==> src/rtl/vx_tcu_drl_align_acc.sv <==
// ============================================================================
//  Module   : vx_tcu_drl_align_acc
//  Brief    : Two-stage align/negate + sum pipeline for tensor-core dot
//             products. S1 aligns each multiplier term to the common max
//             exponent (float) or sign-extends it (integer), applies the term
//             masks and registers the terms. S2 adds all terms into one
//             two's-complement sum. Valid/ready handshake on both sides.
//  Options  : define TCU_DRL_STICKY_EN to build the shifted-out sticky logic;
//             without it sticky_out is tied to 0.
//  Revision : 1.0 - initial release
// ============================================================================
`default_nettype none

module vx_tcu_drl_align_acc #(
  parameter  int N   = 2,
  parameter  int TCK = 2 * N,
  localparam int SW  = 31 + $clog2(TCK + 1) + 1
) (
  input  logic                 clk,
  input  logic                 reset,
  input  logic                 valid_in,
  output logic                 ready_in,
  input  logic [3:0]           fmt_s,
  input  logic [TCK:0][24:0]   y,
  input  logic [TCK:0][7:0]    shift,
  input  logic [7:0]           exp_max,
  input  logic [TCK:0]         term_mask,
  output logic                 valid_out,
  input  logic                 ready_out,
  output logic [SW-1:0]        sum_out,
  output logic                 sticky_out,
  output logic [7:0]           exp_out,
  output logic [3:0]           fmt_out
);

  logic                  r_s1_valid;
  logic [TCK:0][SW-1:0]  r_term;
  logic [7:0]            r_s1_exp;
  logic [3:0]            r_s1_fmt;
  logic [TCK:0][SW-1:0]  w_term;
  logic [SW-1:0]         w_sum;
  logic                  w_s2_ready;
  logic                  w_is_int;

  assign w_is_int   = fmt_s[3];
  assign w_s2_ready = !valid_out || ready_out;
  // S1 may fill whenever it is empty or its beat moves into S2 this cycle.
  assign ready_in   = !r_s1_valid || w_s2_ready;

`ifdef TCU_DRL_STICKY_EN
  logic [TCK:0] w_sticky_term;
  logic         r_s1_sticky;
`endif

  // Per-term alignment: float terms are shifted right to the max exponent
  // and negated on sign; integer terms are plain sign extensions.
  for (genvar k = 0; k <= TCK; k++) begin : g_term
    logic [30:0]   w_field;
    logic [30:0]   w_aligned;
    logic [SW-1:0] w_mag_ext;
    logic [SW-1:0] w_float_term;
    logic [SW-1:0] w_int_term;

    assign w_field      = {y[k][23:0], 7'b0};
    // Shifts of 31 or more push every bit out of the 31-bit field.
    assign w_aligned    = (shift[k] >= 8'd31) ? 31'd0 : (w_field >> shift[k]);
    assign w_mag_ext    = {{(SW-31){1'b0}}, w_aligned};
    assign w_float_term = y[k][24] ? (~w_mag_ext + 1'b1) : w_mag_ext;
    assign w_int_term   = {{(SW-25){y[k][24]}}, y[k]};
    assign w_term[k]    = !term_mask[k] ? '0 :
                          (w_is_int ? w_int_term : w_float_term);

`ifdef TCU_DRL_STICKY_EN
    logic w_lost;
    // Low 'shift' bits of the field are the ones that fall off the right end.
    assign w_lost = (shift[k] >= 8'd31) ? (w_field != 31'd0) :
                    ((w_field & ~(31'h7FFF_FFFF << shift[k])) != 31'd0);
    assign w_sticky_term[k] = term_mask[k] && !w_is_int && w_lost;
`endif
  end

  // Stage 1 register: capture aligned terms and side-band on an accepted beat.
  always_ff @(posedge clk or posedge reset) begin
    if (reset) begin
      r_s1_valid <= 1'b0;
      r_term     <= '0;
      r_s1_exp   <= '0;
      r_s1_fmt   <= '0;
    end else if (ready_in) begin
      r_s1_valid <= valid_in;
      if (valid_in) begin
        r_term   <= w_term;
        r_s1_exp <= exp_max;
        r_s1_fmt <= fmt_s;
      end
    end
  end

  // Stage 2 adder: width SW leaves headroom for TCK+1 full-scale terms.
  always_comb begin
    w_sum = '0;
    for (int k = 0; k <= TCK; k++) begin
      w_sum = w_sum + r_term[k];
    end
  end

  // Stage 2 register: output beat is held until downstream takes it.
  always_ff @(posedge clk or posedge reset) begin
    if (reset) begin
      valid_out <= 1'b0;
      sum_out   <= '0;
      exp_out   <= '0;
      fmt_out   <= '0;
    end else if (w_s2_ready) begin
      valid_out <= r_s1_valid;
      if (r_s1_valid) begin
        sum_out <= w_sum;
        exp_out <= r_s1_exp;
        fmt_out <= r_s1_fmt;
      end
    end
  end

`ifdef TCU_DRL_STICKY_EN
  // Sticky travels alongside the terms through both stages.
  always_ff @(posedge clk or posedge reset) begin
    if (reset) begin
      r_s1_sticky <= 1'b0;
    end else if (ready_in && valid_in) begin
      r_s1_sticky <= |w_sticky_term;
    end
  end

  // Sticky output register, loaded together with sum_out.
  always_ff @(posedge clk or posedge reset) begin
    if (reset) begin
      sticky_out <= 1'b0;
    end else if (w_s2_ready && r_s1_valid) begin
      sticky_out <= r_s1_sticky;
    end
  end
`else
  assign sticky_out = 1'b0;
`endif

endmodule

`default_nettype wire

==> config.mk <==
export PLATFORM = sky130hd
export DESIGN_NAME = vx_tcu_drl_align_acc
export DESIGN_NICKNAME = d
export VERILOG_FILES = /design/src/rtl/vx_tcu_drl_align_acc.sv
export SDC_FILE = /design/constraint.sdc
export NUM_CORES = 2
export LEC_CHECK = 0
export BUFFER_PORTS_ARGS = -buffer_cell sky130_fd_sc_hd__clkbuf_2
export CAP_MARGIN = 0
export CORE_UTILIZATION = 30
export DETAILED_ROUTE_END_ITERATION = 10
export RECOVER_POWER = 50
export SYNTH_ARGS = -nofsm -noshare
export SYNTH_HDL_FRONTEND = slang
export SYNTH_SLANG_ARGS = --single-unit
==> constraint.sdc <==
create_clock -name clk -period 10.9 [get_ports clk]
set_clock_uncertainty 0.2 [all_clocks]
set_input_delay 2.18 -clock clk [delete_from_list [all_inputs] [get_ports clk]]
set_output_delay 2.18 -clock clk [all_outputs]
set_load 0.01 [all_outputs]
==> run_results.csv <==
group,metric,value,unit
layout,fin_cells,4546,
logic_synthesis,synth_ff_type,"sky130_fd_sc_hd__dfrtp_1",
route,viasPerCell,5.93,
worst_setup_path,regToRegStartpoint,"r_term[10]$_DFFE_PP0P_",
worst_setup_path,worst_setup_path_end_kind,"register",
min_path,hold_path_class,"reg -> reg",
global_route,antenna_found_initial,3,
layout,final_design_area_no_fill,0.0294,mm²
logic_synthesis,post_synth_instance_area,0.0267,mm²
logic_synthesis,netlist-cell-type-count,109,
clocking,source_to_sink_clock_delay_at_the_later_pin_of_the_worst_skew_pair,0.62,ns
route,dr.pass1.iters,9,
sta,worst_slew_pin_slew,5.21,ns
sta,setup-tns-final,0,ns
logic_synthesis,synth.ff_latch_count,236,
sta,worst_case_headroom_to_the_max_slew_limit,-250,%
sta,finalCritPeriodShare,58.7,%
placement,placed_inst_area,0.0285,mm²
floorplanning,fp.dieW,300,µm
clocking,cts_sinks,236,
clocking,tritoncts,"built",
sta,maximum_clock_rate,156,MHz
min_path,hold_path_depth,2,
sta,finalSetupViolCount,0,
floorplanning,floorplan.core_area,0.0884,mm²
pwr,power_leakage,12.7,nW
clocking,root_buffer,"sky130_fd_sc_hd__clkbuf_16",
clocking,post-cts-setup-buffers,0,
global_route,global_route.overflow_total,0,
logic_synthesis,synth-edff-count,0,
logic_synthesis,synth.yosys.seq_area_share,22.1,%
placement,placed_cells,4493,
sta,report.final.hold_viol_count,0,
worst_setup_path,critPathMaxStageDelay,0.74,ns
layout,drive_above_1_share,11.5,%
worst_setup_path,path_class,"in -> reg",
logic_synthesis,synth_top_family_by_area,"compound AO/OA/AOI/OAI gates",
logic_synthesis,synth_warnings,0,
worst_setup_path,worst_setup_path_endpoint,"r_term[164]$_DFFE_PP0P_",
logic_synthesis,synth_compound_gate_area_share,25.2,%
clocking,ctsResizeCount,0,
pwr,ir_drop,0.149,mV
clocking,clock_pin_slew_of_the_registers_on_the_worst_case_setup_and_hold_paths,0.07,ns
global_route,first_global_vias,24840,
route,detail_route.iter0.violations,3178,
route,route.antenna.remaining_nets,0,
worst_setup_path,critical_path.startpoint_type,"input port",
logic_synthesis,synthMuxAreaShare,11.2,%
floorplanning,rows,109,
global_route,maximum_number_of_pins_on_one_net_before_global_route_repair,111,
worst_setup_path,crit_family,"simple AND/OR/NAND/NOR gates",
outcome,result_of_the_run,"finished, violations left",
placement,gp_congestion,0.989,
route,routedWlPerCell,23.4,µm
worst_setup_path,crit_slowest_cell,"sky130_fd_sc_hd__or3_1",
worst_setup_path,worstPathArrival,6.67,ns
layout,area.growth.synth_to_final,9.86,%
logic_synthesis,avg_inst_size_synth,8.09,µm²
layout,finalNetCount,3685,
worst_setup_path,worst-path-stages,12,
clocking,cts.path.max_buffers,3,
worst_setup_path,crit_path_max_fanout,27,
sta,post-route-min-period,6.39,ns
logic_synthesis,synthesized_netlist_net_count,3630,
worst_setup_path,worstRegToRegCells,18,
global_route,grt_first_pass_wirelength,159,mm
logic_synthesis,synthXorXnorAreaFrac,4.92,%
worst_setup_path,r2r_slack,5.26,ns
worst_setup_path,cp.buffers_inverters,2,
logic_synthesis,netlist_instances,3303,
placement,dp.final_hpwl,82.6,mm
pwr,powerDensity,146,mW/mm²
floorplanning,starting_density_of_the_core,30.2,%
clocking,cts.htree.levels,1,
job,drv.max_cap_violation_count,2,
logic_synthesis,ys_async_sr_fraction,100,%
placement,portBuffers,234,
logic_synthesis,post_synth_fa_ha_maj_area_fraction,9.44,%
sta,rsz_0062_raised_after_global_routing,"false",
clocking,hold_buffers,0,
sta,timing_max_transition_violations_final,191,
logic_synthesis,post_synth_and_or_nand_nor_area_fraction,18.8,%
outcome,violations,"design-rule violations, max-capacitance violations, max-slew violations",
route,vias,26962,
route,drt-total-wl,106,mm
floorplanning,boundaryPins,236,
global_route,global_route.usage.total,22.7,%
route,residual_drc_count,2,
floorplanning,die_h,300,µm
clocking,cts-buffers-inserted,28,
worst_setup_path,worst_path_cell_chain,"clkbuf_2 -> or3_1 -> o22ai_1 -> mux4_2 -> a211oi_2 -> ha_1 -> inv_1 -> or4_4 -> nor4_4 -> mux2_1 -> o2111ai_1 -> o21ai_1",
worst_setup_path,critPathRequiredTime,11.18,ns
floorplanning,fp.dieArea,0.0903,mm²
worst_setup_path,rr_endpoint,"sum_out[33]$_DFFE_PP0P_",
worst_setup_path,crit_path_start,"shift[34]",
## final cells by class
class	instances	area (µm²)
Antenna cell	3	7.51
Clock buffer	39	772
Clock inverter	11	141
Fill cell	9469	59000
Inverter	318	1190
Multi-Input combinational cell	2517	18600
Sequential cell	236	5910
Tap cell	1165	1460
Timing Repair Buffer	257	1280
## worst min-delay path: cells and delay by family, from the launching register on
family           cells  cell delay [ns]
flip-flops           1             0.33
AND/OR/NAND/NOR      2             0.10
## cells in the mapped netlist, types with 79 or more instances
library cell | number | area (µm²)
sky130_fd_sc_hd__a21oi_1 | 137 | 686
sky130_fd_sc_hd__clkbuf_1 | 142 | 533
sky130_fd_sc_hd__dfrtp_1 | 236 | 5910
sky130_fd_sc_hd__fa_1 | 101 | 2020
sky130_fd_sc_hd__inv_1 | 309 | 1160
sky130_fd_sc_hd__mux2i_1 | 191 | 1910
sky130_fd_sc_hd__nand2_1 | 317 | 1190
sky130_fd_sc_hd__nand3_1 | 79 | 395
sky130_fd_sc_hd__nor2_1 | 197 | 739
sky130_fd_sc_hd__o21ai_0 | 183 | 916
sky130_fd_sc_hd__o22ai_1 | 134 | 838
sky130_fd_sc_hd__xnor2_1 | 79 | 692
## how the worst min path moves through the flow
stage	startpoint	endpoint	slack (ns)
6_report	r_s1_exp[4]$_DFFE_PP0P_	r_s1_exp[4]$_DFFE_PP0P_	0.27
5_1_grt	r_s1_exp[4]$_DFFE_PP0P_	r_s1_exp[4]$_DFFE_PP0P_	0.29
4_1_cts	r_s1_exp[6]$_DFFE_PP0P_	r_s1_exp[6]$_DFFE_PP0P_	0.27
3_5_place_dp	r_s1_exp[4]$_DFFE_PP0P_	r_s1_exp[4]$_DFFE_PP0P_	0.26
3_3_place_gp	r_s1_exp[1]$_DFFE_PP0P_	r_s1_exp[1]$_DFFE_PP0P_	0.25
2_1_floorplan	r_s1_exp[0]$_DFFE_PP0P_	r_s1_exp[0]$_DFFE_PP0P_	0.24
## sequential cells by signal, indices dropped and copies added, names as in the netlist
signal and count:
r_s1_valid 1, valid_out 1, r_term 175, r_s1_fmt 4, sum_out 35, fmt_out 4
r_s1_exp 8, exp_out 8
## cells by family (layout without fill, tap and decap cells)
| kind of cell | count (synthesis) | count (layout) |
|---|---|---|
| fa+ha+maj | 141 | 141 |
| buf+inv | 550 | 625 |
| mux | 258 | 258 |
| other cells | 1 | 4 |
| xor+xnor | 150 | 150 |
| flops | 236 | 236 |
| simple gates | 983 | 983 |
| compound gates | 984 | 984 |
## stage by stage
step                hold WS (ns)  worst slack [ns]  total power, mW  util (%)
detailed placement         0.262              3.99             3.32      32.3
floorplan                  0.242              2.05             2.60         -
global route               0.294              4.16             4.59      33.2
CTS                        0.274              4.64             4.28      33.3
finish                     0.270              4.51             4.28      33.2
global placement           0.255              4.02             3.30      32.3
## layout by cell type, fill, tap and decap left out, types with 29 or more instances in the layout
cell type and n:
sky130_fd_sc_hd__a31oi_1 37, sky130_fd_sc_hd__o211ai_1 57, sky130_fd_sc_hd__mux2i_1 191, sky130_fd_sc_hd__nand2b_1 39, sky130_fd_sc_hd__nand3_1 79, sky130_fd_sc_hd__inv_1 308, sky130_fd_sc_hd__clkbuf_2 185, sky130_fd_sc_hd__clkbuf_1 57
sky130_fd_sc_hd__or3_1 36, sky130_fd_sc_hd__o221ai_1 57, sky130_fd_sc_hd__a21o_1 41, sky130_fd_sc_hd__xnor2_1 79, sky130_fd_sc_hd__mux2_2 29, sky130_fd_sc_hd__ha_1 40, sky130_fd_sc_hd__a22oi_1 43, sky130_fd_sc_hd__o21ai_0 183
sky130_fd_sc_hd__o31ai_1 45, sky130_fd_sc_hd__o22ai_1 134, sky130_fd_sc_hd__nor2_1 197, sky130_fd_sc_hd__a21oi_1 137, sky130_fd_sc_hd__nor3_1 76, sky130_fd_sc_hd__fa_1 101, sky130_fd_sc_hd__nand4_1 41, sky130_fd_sc_hd__xor2_1 71
sky130_fd_sc_hd__dfrtp_1 236, sky130_fd_sc_hd__nand2_1 315
## power breakdown
part	leakage [nW]	internal, mW	switching (mW)	total, mW
clock network	0.436	0.543	0.406	0.949
registers	3.05	1.04	0.106	1.14
logic	9.25	0.796	1.39	2.19
total	12.7	2.37	1.90	4.28
## metal layers
layer  wire [µm]  share of wire (%)  track usage (%)  vias to the layer above
met5          13              0.012                0                        -
li1            -                  -                -                    12202
met3        8070                7.6             2.71                      192
met2       47000                 44             35.0                     1349
met4        3360                3.2             6.94                        2
met1       47700                 45             32.8                    13217
Power figures use the tool's default switching activity.
